File: src/rtl/bram_copy_ctrl.sv
// -----------------------------------------------------------------------------
// bram_copy_ctrl
//   Word-copy engine placed between two BRAM instances. It issues sequential
//   reads on the source port, carries each word's destination address and valid
//   bit through a pipeline as deep as the source read latency, and writes the
//   returning data to the destination port one word per cycle. A one-cycle
//   start request begins a copy; a one-cycle done pulse ends it.
//
// Optional feature macro: COPY_CHECKSUM_EN
//   When defined, adds output checksum[31:0]: cleared on an accepted start, sums
//   every written word (mod 2^32), holds its final value from done until the
//   next accepted start.
//
// Ports
//   BRAM_CLK    in   clock, rising edge
//   BRAM_RST    in   asynchronous active-low reset
//   start       in   one-cycle copy request, only honoured in IDLE
//   src_base    in   source start byte address
//   dst_base    in   destination start byte address
//   len         in   number of 32-bit words to copy (0 allowed)
//   SRC_ADDR    out  source read byte address
//   SRC_EN      out  source enable, high on issue cycles
//   SRC_RDDATA  in   source read data, valid RD_LATENCY cycles after address
//   DST_ADDR    out  destination write byte address
//   DST_WRDATA  out  destination write data (SRC_RDDATA passed straight through)
//   DST_EN      out  destination enable
//   DST_WE      out  destination byte write enables
//   busy        out  copy in progress (through the done cycle)
//   done        out  one-cycle completion pulse
//   checksum    out  (COPY_CHECKSUM_EN only) running sum of written words
// -----------------------------------------------------------------------------
module bram_copy_ctrl #(
    parameter int BRAM_ADDR_WIDTH = 15,
    parameter int RD_LATENCY      = 2,
    parameter int ADDR_STEP       = 4
) (
    input  logic                         BRAM_CLK,
    input  logic                         BRAM_RST,
    input  logic                         start,
    input  logic [BRAM_ADDR_WIDTH-1:0]   src_base,
    input  logic [BRAM_ADDR_WIDTH-1:0]   dst_base,
    input  logic [BRAM_ADDR_WIDTH-2:0]   len,
    output logic [BRAM_ADDR_WIDTH-1:0]   SRC_ADDR,
    output logic                         SRC_EN,
    input  logic [31:0]                  SRC_RDDATA,
    output logic [BRAM_ADDR_WIDTH-1:0]   DST_ADDR,
    output logic [31:0]                  DST_WRDATA,
    output logic                         DST_EN,
    output logic [3:0]                   DST_WE,
    output logic                         busy,
`ifdef COPY_CHECKSUM_EN
    output logic [31:0]                  checksum,
`endif
    output logic                         done
);

    localparam int AW = BRAM_ADDR_WIDTH;
    localparam int CW = BRAM_ADDR_WIDTH - 1;

    localparam logic [1:0] S_IDLE  = 2'd0;
    localparam logic [1:0] S_ISSUE = 2'd1;
    localparam logic [1:0] S_DRAIN = 2'd2;
    localparam logic [1:0] S_DONE  = 2'd3;

    localparam logic [AW-1:0] STEP    = AW'(ADDR_STEP);
    localparam logic [CW-1:0] CNT_ONE = CW'(1);

    // Byte-address advance; wraps modulo 2^AW by construction.
    function automatic logic [AW-1:0] addr_next(input logic [AW-1:0] addr);
        return addr + STEP;
    endfunction

    logic [1:0]    r_state;
    logic [AW-1:0] r_src_addr;
    logic          r_src_en;
    logic [AW-1:0] r_dst_issue;   // destination address paired with the word being issued
    logic [CW-1:0] r_remain;      // words still to issue after the current one
    logic          r_busy;
    logic          r_done;

    logic [RD_LATENCY-1:0] r_pipe_v;
    logic [AW-1:0]         r_pipe_a [RD_LATENCY];

    logic [1:0] w_state_nxt;
    logic       w_accept;
    logic       w_pipe_early;

    // Any word still in a pipeline stage other than the last one.
    always_comb begin
        w_pipe_early = 1'b0;
        for (int i = 0; i < RD_LATENCY - 1; i++) begin
            w_pipe_early = w_pipe_early | r_pipe_v[i];
        end
    end

    // Next-state decode. DRAIN leaves once only the final stage may hold a
    // word, so done lands the cycle after the last write.
    always_comb begin
        w_state_nxt = r_state;
        w_accept    = 1'b0;
        case (r_state)
            S_IDLE: begin
                if (start) begin
                    w_accept = 1'b1;
                    if (len != '0) begin
                        w_state_nxt = S_ISSUE;
                    end else begin
                        w_state_nxt = S_DONE;
                    end
                end else begin
                    w_state_nxt = S_IDLE;
                end
            end
            S_ISSUE: begin
                if (r_remain == '0) begin
                    w_state_nxt = S_DRAIN;
                end else begin
                    w_state_nxt = S_ISSUE;
                end
            end
            S_DRAIN: begin
                if (!w_pipe_early) begin
                    w_state_nxt = S_DONE;
                end else begin
                    w_state_nxt = S_DRAIN;
                end
            end
            S_DONE: begin
                w_state_nxt = S_IDLE;
            end
            default: begin
                w_state_nxt = S_IDLE;
            end
        endcase
    end

    // Control state, issue address/counter and registered status outputs.
    always_ff @(posedge BRAM_CLK or negedge BRAM_RST) begin
        if (!BRAM_RST) begin
            r_state     <= S_IDLE;
            r_src_addr  <= '0;
            r_src_en    <= 1'b0;
            r_dst_issue <= '0;
            r_remain    <= '0;
            r_busy      <= 1'b0;
            r_done      <= 1'b0;
        end else begin
            r_state  <= w_state_nxt;
            r_src_en <= (w_state_nxt == S_ISSUE);
            r_busy   <= (w_state_nxt != S_IDLE);
            r_done   <= (w_state_nxt == S_DONE);
            if (w_accept) begin
                r_src_addr  <= src_base;
                r_dst_issue <= dst_base;
                r_remain    <= len - CNT_ONE;
            end else if (r_state == S_ISSUE && r_remain != '0) begin
                r_src_addr  <= addr_next(r_src_addr);
                r_dst_issue <= addr_next(r_dst_issue);
                r_remain    <= r_remain - CNT_ONE;
            end else begin
                r_src_addr  <= r_src_addr;
                r_dst_issue <= r_dst_issue;
                r_remain    <= r_remain;
            end
        end
    end

    // Latency-matching pipeline: stage 0 captures the word issued this cycle,
    // the last stage lines up with its data on SRC_RDDATA.
    always_ff @(posedge BRAM_CLK or negedge BRAM_RST) begin
        if (!BRAM_RST) begin
            r_pipe_v <= '0;
            for (int i = 0; i < RD_LATENCY; i++) begin
                r_pipe_a[i] <= '0;
            end
        end else begin
            r_pipe_v[0] <= r_src_en;
            r_pipe_a[0] <= r_dst_issue;
            for (int i = RD_LATENCY - 1; i > 0; i--) begin
                r_pipe_v[i] <= r_pipe_v[i-1];
                r_pipe_a[i] <= r_pipe_a[i-1];
            end
        end
    end

`ifdef COPY_CHECKSUM_EN
    logic [31:0] r_checksum;

    // Running sum of written words, restarted by each accepted request.
    always_ff @(posedge BRAM_CLK or negedge BRAM_RST) begin
        if (!BRAM_RST) begin
            r_checksum <= 32'h0000_0000;
        end else if (w_accept) begin
            r_checksum <= 32'h0000_0000;
        end else if (r_pipe_v[RD_LATENCY-1]) begin
            r_checksum <= r_checksum + SRC_RDDATA;
        end else begin
            r_checksum <= r_checksum;
        end
    end

    assign checksum = r_checksum;
`endif

    assign SRC_ADDR   = r_src_addr;
    assign SRC_EN     = r_src_en;
    assign DST_ADDR   = r_pipe_a[RD_LATENCY-1];
    assign DST_EN     = r_pipe_v[RD_LATENCY-1];
    assign DST_WE     = r_pipe_v[RD_LATENCY-1] ? 4'hF : 4'h0;
    assign DST_WRDATA = SRC_RDDATA;
    assign busy       = r_busy;
    assign done       = r_done;

endmodule

File: config.mk
export PLATFORM = sky130hd
export DESIGN_NAME = bram_copy_ctrl
export DESIGN_NICKNAME = d
export VERILOG_FILES = /design/src/rtl/bram_copy_ctrl.sv
export SDC_FILE = /design/constraint.sdc
export NUM_CORES = 1
export LEC_CHECK = 0
export CAP_MARGIN = 0
export CORE_ASPECT_RATIO = 0.7
export CORE_MARGIN = 1.5
export CORE_UTILIZATION = 25
export CTS_CLUSTER_SIZE = 24
export DETAILED_ROUTE_END_ITERATION = 12
export PLACE_DENSITY = 0.54
export SETUP_SLACK_MARGIN = 0.3
export SLEW_MARGIN = 15
export SYNTH_ARGS = -nofsm -noshare
export SYNTH_HDL_FRONTEND = slang
export SYNTH_SLANG_ARGS = --single-unit
File: constraint.sdc
create_clock -name BRAM_CLK -period 3.4 [get_ports BRAM_CLK]
set_clock_uncertainty 0.15 [all_clocks]
set_input_delay 1.02 -clock BRAM_CLK [delete_from_list [all_inputs] [get_ports BRAM_CLK]]
set_output_delay 1.02 -clock BRAM_CLK [all_outputs]
set_load 0.005 [all_outputs]
Word-level counts from Yosys, hierarchy flattened:

Cells that the tools add are included.

* flip-flop bits (word level): 81
* input port bits: 79
* RAM bits: 0
* memories: 0
* output and inout bits: 70
* bits in read-only memories: 0
* bits in latches: 0
* word-level logic and storage cells: 40

* order comparisons: 0
* reduce and logical (&&, ||, !) cells: 7
* multipliers: 0
* mux-type cells: 14
* add/sub/neg operators: 4
* shift operators: 0
* eq/ne operators: 5
* bitwise operators: 0
* div/mod/pow operators: 0

Operator list (count)
* $mux W15: 4
* $add A15 B3 Y15 const B: 2
* $mux W14: 2
* $reduce_bool A14 Y1: 2
* $sub A14 B1 Y14 const B: 2
* $logic_not A14 Y1: 1
* $pmux W2 S4: 1
* $eq A2 B2 Y1 const B: 3
* $mux W2: 3
* $eq A2 B1 Y1 const B: 2
* $mux W4: 1
* $reduce_bool A2 Y1: 2
* $mux W1: 3
* $logic_not A2 Y1: 1
* $logic_and A1 B1 Y1: 1

Longest topological paths before layout:

Gate-level depths: netlist (run 1).

* depth in word-level cells: 5
* depth in mapped cells: 12
* depth with buffers taken out: 7

Worst setup path after synthesis (run 1):

No wires, ideal clock.

* kind: input -> register
* from: in start
* to: reg r_remain[4]
* path slack: 0.134 ns
* setup time: 0.121 ns
* arrival: 2.995 ns
* cell stages on the path: 10
* data required time: 3.129 ns
* path buffers: 4
* path through: or3b_4 buf_6 buf_2 buf_2 mux2i_1 ha_1 clkbuf_1 nor3b_1 o21ai_0 a22o_1

* longest elaborated chain between the ends: 3
* elaborated cells between the ends (all ways): 4
* classes of those cells: mux: 3; reduce/logical: 1

Ends and longest elaborated chain
* start, declared: RTL line 39 `input logic start,`
* $mux W1 (*): RTL line 103 `if (start) begin`
* $mux W1 (*): RTL line 101 `case (r_state)`
* $mux W14 or $reduce_bool A2 Y1 (tied branches)
* end signal, assigned: RTL line 155 `r_remain <= len - CNT_ONE;`
* end signal, assigned: RTL line 159 `r_remain <= r_remain - CNT_ONE;`
* end signal, assigned: RTL line 163 `r_remain <= r_remain;`
* end, declared: RTL line 77 `logic [CW-1:0] r_remain;`

Mark *: on every way between the ends. The rest lies on a longest branch, timed or not.
A chain may end at the register's enable or synchronous reset.

Worst setup path after layout (run 1):

* from: in start
* to: reg r_remain[12]

Same word-level chain as after synthesis.

==> summary.txt, run 1 <==
ANT nets after route - 0
Antenna Diode Count - 0
final count of negative-setup-slack endpoints - 0
clk_lat worst skew - 350 ps
Crit-path slowest cell - sky130_fd_sc_hd__clkdlybuf4s50_1
cell area after technology mapping - 4300 sq um
VDD IR max - 0.000247 V
hold-critical path endpoint - DST_ADDR[10]
CP required - 3490 ps
leading cell type in the layout, fill and taps excluded - sky130_fd_sc_hd__clkdlybuf4s50_1
category of the most critical setup path - in2reg
area share of the largest cell type after synthesis - 47.2%
PortBufs - 84
layer carrying the most global-route usage - met1
GR Util met1 - 19.7%
number of buffers inserted by post-CTS setup repair - 0
detailed placement HPWL - 8680 um
maximum level of the CTS H-tree - 3
quantity of hold-fixing buffers added after cts - 0
effective utilization at floorplan - 26.0%
maxcap violations - 0
unrepaired setup endpoints after global routing - no
number of stages on the worst hold path - 0
placer's final routability congestion estimate - 0.863
critical path launch point type - input port
I/O pin count - 149
worst flop-to-flop path startpoint - r_remain[9]
cell type with the highest aggregate area in the netlist - sky130_fd_sc_hd__dfrtp_1
Sinks on Clock Net - 81
layout cells sized above 1 - 10.8%
top cells by area in the synthesized netlist - sky130_fd_sc_hd__dfrtp_1, sky130_fd_sc_hd__buf_4, sky130_fd_sc_hd__nand2_1
end of the worst register-to-register path - r_remain[2]
number of DRC markers in iteration 0 - 246
met2 track demand over resource - 18.5%
yosys synthesis warning count - 0
total power draw - 4.67 mW
cell area power density - 872 nW/um^2
count of standard-cell rows - 39
global-route met3 utilization - 4.03%
height of the die - 113 um
dominant synthesized flop cell - sky130_fd_sc_hd__dfrtp_1
number of distinct library cells after synthesis - 62
TritonCTS clock tree - done
Num CTS Buffers - 9
net count of the finished layout - 567
net count after synthesis - 527
critical path buffer and inverter count - 1
total instance count after detailed placement - 699
maximum fanout along the worst path - 5
Post-Synthesis Cells - 445
Hold Slack - 199 ps
via count of the first global-routing pass - 3398
area growth from synthesis to final layout - 24.5%
cell at the root of the clock tree - sky130_fd_sc_hd__clkbuf_16
reg-to-reg slack, setup - 610 ps
commonest non-fill, non-tap cells in the layout - sky130_fd_sc_hd__clkdlybuf4s50_1, sky130_fd_sc_hd__dfrtp_1, sky130_fd_sc_hd__nand2_1, sky130_fd_sc_hd__nor2_1, sky130_fd_sc_hd__o21ai_0
antenna violations before repair - 0
DIE AREA - 18000 sq um
arrival time reported for the critical path endpoint - 3080 ps
Die Wd - 160 um
global-route wire length before repair - 18700 um
count of flip-flops with a built-in enable after synthesis - 0
pin count of the biggest net entering global routing - 42
number of flip-flops and latches in the synthesized netlist - 81
final instance count without filler cells - 715
average size of a mapped cell - 9.66 sq um
Max Buffers Root-to-Sink - 2
Resize count post-CTS - 0
Crit path largest cell delay - 490 ps
DRC violations left - 0
clock slew at reported path FFs - 70 ps
cell-by-cell trace of the critical path - clkdlybuf4s50_1, or3b_4, mux2i_1, ha_2, o211ai_1, a2111o_1, o211a_1
worst slew pin tran - 818 ps
average wire length per cell after detail routing - 16.5 um
headroom to the max-slew limit - 45.2%
number of inserted filler cells in the final layout - 1714
highest clock frequency the design can meet - 334 MHz
Global Route Usage Sum - 13.4%
nature of the critical path endpoint - flip-flop
number of failing hold endpoints at the final stage - 0
fraction of registers with async set/reset - 100%
total number of vias - 3566
first-pass iteration count of the detailed router - 8
worst min-delay path class - reg2reg
final slew viol count - 0
P_leak - 2.10 nW
status - finished clean
final critical-path share of the clock period - 88.0%
share of the yosys chip area belonging to registers - 47.2%
core box area - 16500 sq um
time the final worst path needs with I/O delays and setup - 2990 ps
setup_tns - 0 ps
HP Start - r_pipe_a[25]
kind of cell adding the most delay to the critical path - compound AO/OA/AOI/OAI gates
residual overflow from global routing - 0
drt via density - 4.99
final wirelength - 11800 um
worst-case reg-to-reg path depth - 6
through the flow:
step	util, %	instance area, sq um	setup WS, ps
after global placement	30.6	5060	72.7
after detailed placement	30.6	5060	40.1
final	32.3	5350	408
after global routing	32.3	5350	306
after floorplan	-	4320	302
after CTS	32.3	5350	404
power breakdown:
group | switching, mW | total, mW | leakage (nW) | internal (mW)
sequential | 0.428 | 1.86 | 0.934 | 1.43
clock | 0.425 | 0.948 | 0.132 | 0.522
combinational | 0.905 | 1.86 | 1.03 | 0.952
total | 1.76 | 4.67 | 2.10 | 2.91
how the worst max path moves through the flow:
stage,from,to,slack (ps),cells past startpoint
6_report,start,r_remain[12],410,7
3_5_place_dp,start,r_remain[12],40,7
3_3_place_gp,start,r_remain[12],70,7
5_1_grt,start,r_remain[10],310,8
2_1_floorplan,start,r_remain[4],300,10
4_1_cts,start,r_remain[12],400,7
metal layers:
layer  share of wire, %  routed length [um]
met1                 49                5820
met2                 41                4790
met3                8.1                 948
met4                1.7                 204
met5                  0                   0
cells by family after synthesis:
kind of cell	synth area share, %
AOI/OAI and AO/OA	16.7
and+or+nand+nor	19.5
xor gates and xnor gates	1.63
buffers and inverters	12.3
muxes	1.80
adders and majority gates	0.873
DFF	47.2
sequential cells by signal (all words and copies together) (netlist names):
signal,cells
done,1
r_state,2
r_pipe_v,2
r_remain,14
busy,1
r_pipe_a,15
SRC_ADDR,15
DST_ADDR,15
r_dst_issue,15
SRC_EN,1
synthesized netlist by cell type, types with 2 or more instances:
library cell and number:
sky130_fd_sc_hd__buf_4 53, sky130_fd_sc_hd__nand3b_1 2, sky130_fd_sc_hd__o21ai_0 22, sky130_fd_sc_hd__clkbuf_1 9
sky130_fd_sc_hd__nor3_1 17, sky130_fd_sc_hd__mux2_2 2, sky130_fd_sc_hd__nor3_2 2, sky130_fd_sc_hd__a311oi_1 6
sky130_fd_sc_hd__mux2i_1 4, sky130_fd_sc_hd__and4_1 4, sky130_fd_sc_hd__a22o_1 2, sky130_fd_sc_hd__xnor2_1 4
sky130_fd_sc_hd__a21oi_1 18, sky130_fd_sc_hd__inv_1 6, sky130_fd_sc_hd__nand4_1 11, sky130_fd_sc_hd__a211oi_1 7
sky130_fd_sc_hd__nor2_1 40, sky130_fd_sc_hd__a31oi_1 8, sky130_fd_sc_hd__buf_2 8, sky130_fd_sc_hd__a41oi_1 2
sky130_fd_sc_hd__o211a_1 2, sky130_fd_sc_hd__nor4_1 8, sky130_fd_sc_hd__and3_1 4, sky130_fd_sc_hd__o211ai_1 4
sky130_fd_sc_hd__a2bb2oi_1 5, sky130_fd_sc_hd__xor2_1 4, sky130_fd_sc_hd__nand3_1 14, sky130_fd_sc_hd__o21a_1 4
sky130_fd_sc_hd__o32ai_1 2, sky130_fd_sc_hd__buf_6 3, sky130_fd_sc_hd__ha_1 3, sky130_fd_sc_hd__dfrtp_1 81
sky130_fd_sc_hd__o32a_1 2, sky130_fd_sc_hd__a32oi_1 2, sky130_fd_sc_hd__nand2_1 49, sky130_fd_sc_hd__o22ai_1 3
sky130_fd_sc_hd__and2_1 2, sky130_fd_sc_hd__a21o_1 2
cell type report:
type	instances	area, sq um	share of cell area [%]
sequential	81	2030	37.9
multi-input combinational	285	1750	32.6
timing repair buffer	102	986	18.4
tap	225	282	5.26
clock buffer	10	239	4.47
clock inverter	6	48.8	0.912
inverter	6	22.5	0.421
Power figures use the tool's default switching activity.
==> run 2: changes to the inputs <==
--- a/config.mk
+++ b/config.mk
@@ -9,6 +9,7 @@
 export CORE_ASPECT_RATIO = 0.7
 export CORE_MARGIN = 1.5
 export CORE_UTILIZATION = 25
+export CTS_CLUSTER_DIAMETER = 100
 export CTS_CLUSTER_SIZE = 24
 export DETAILED_ROUTE_END_ITERATION = 12
 export PLACE_DENSITY = 0.54
==> results of run 2 <==
Same layout as run 1: the final DEF is identical, and so are final timing and power.
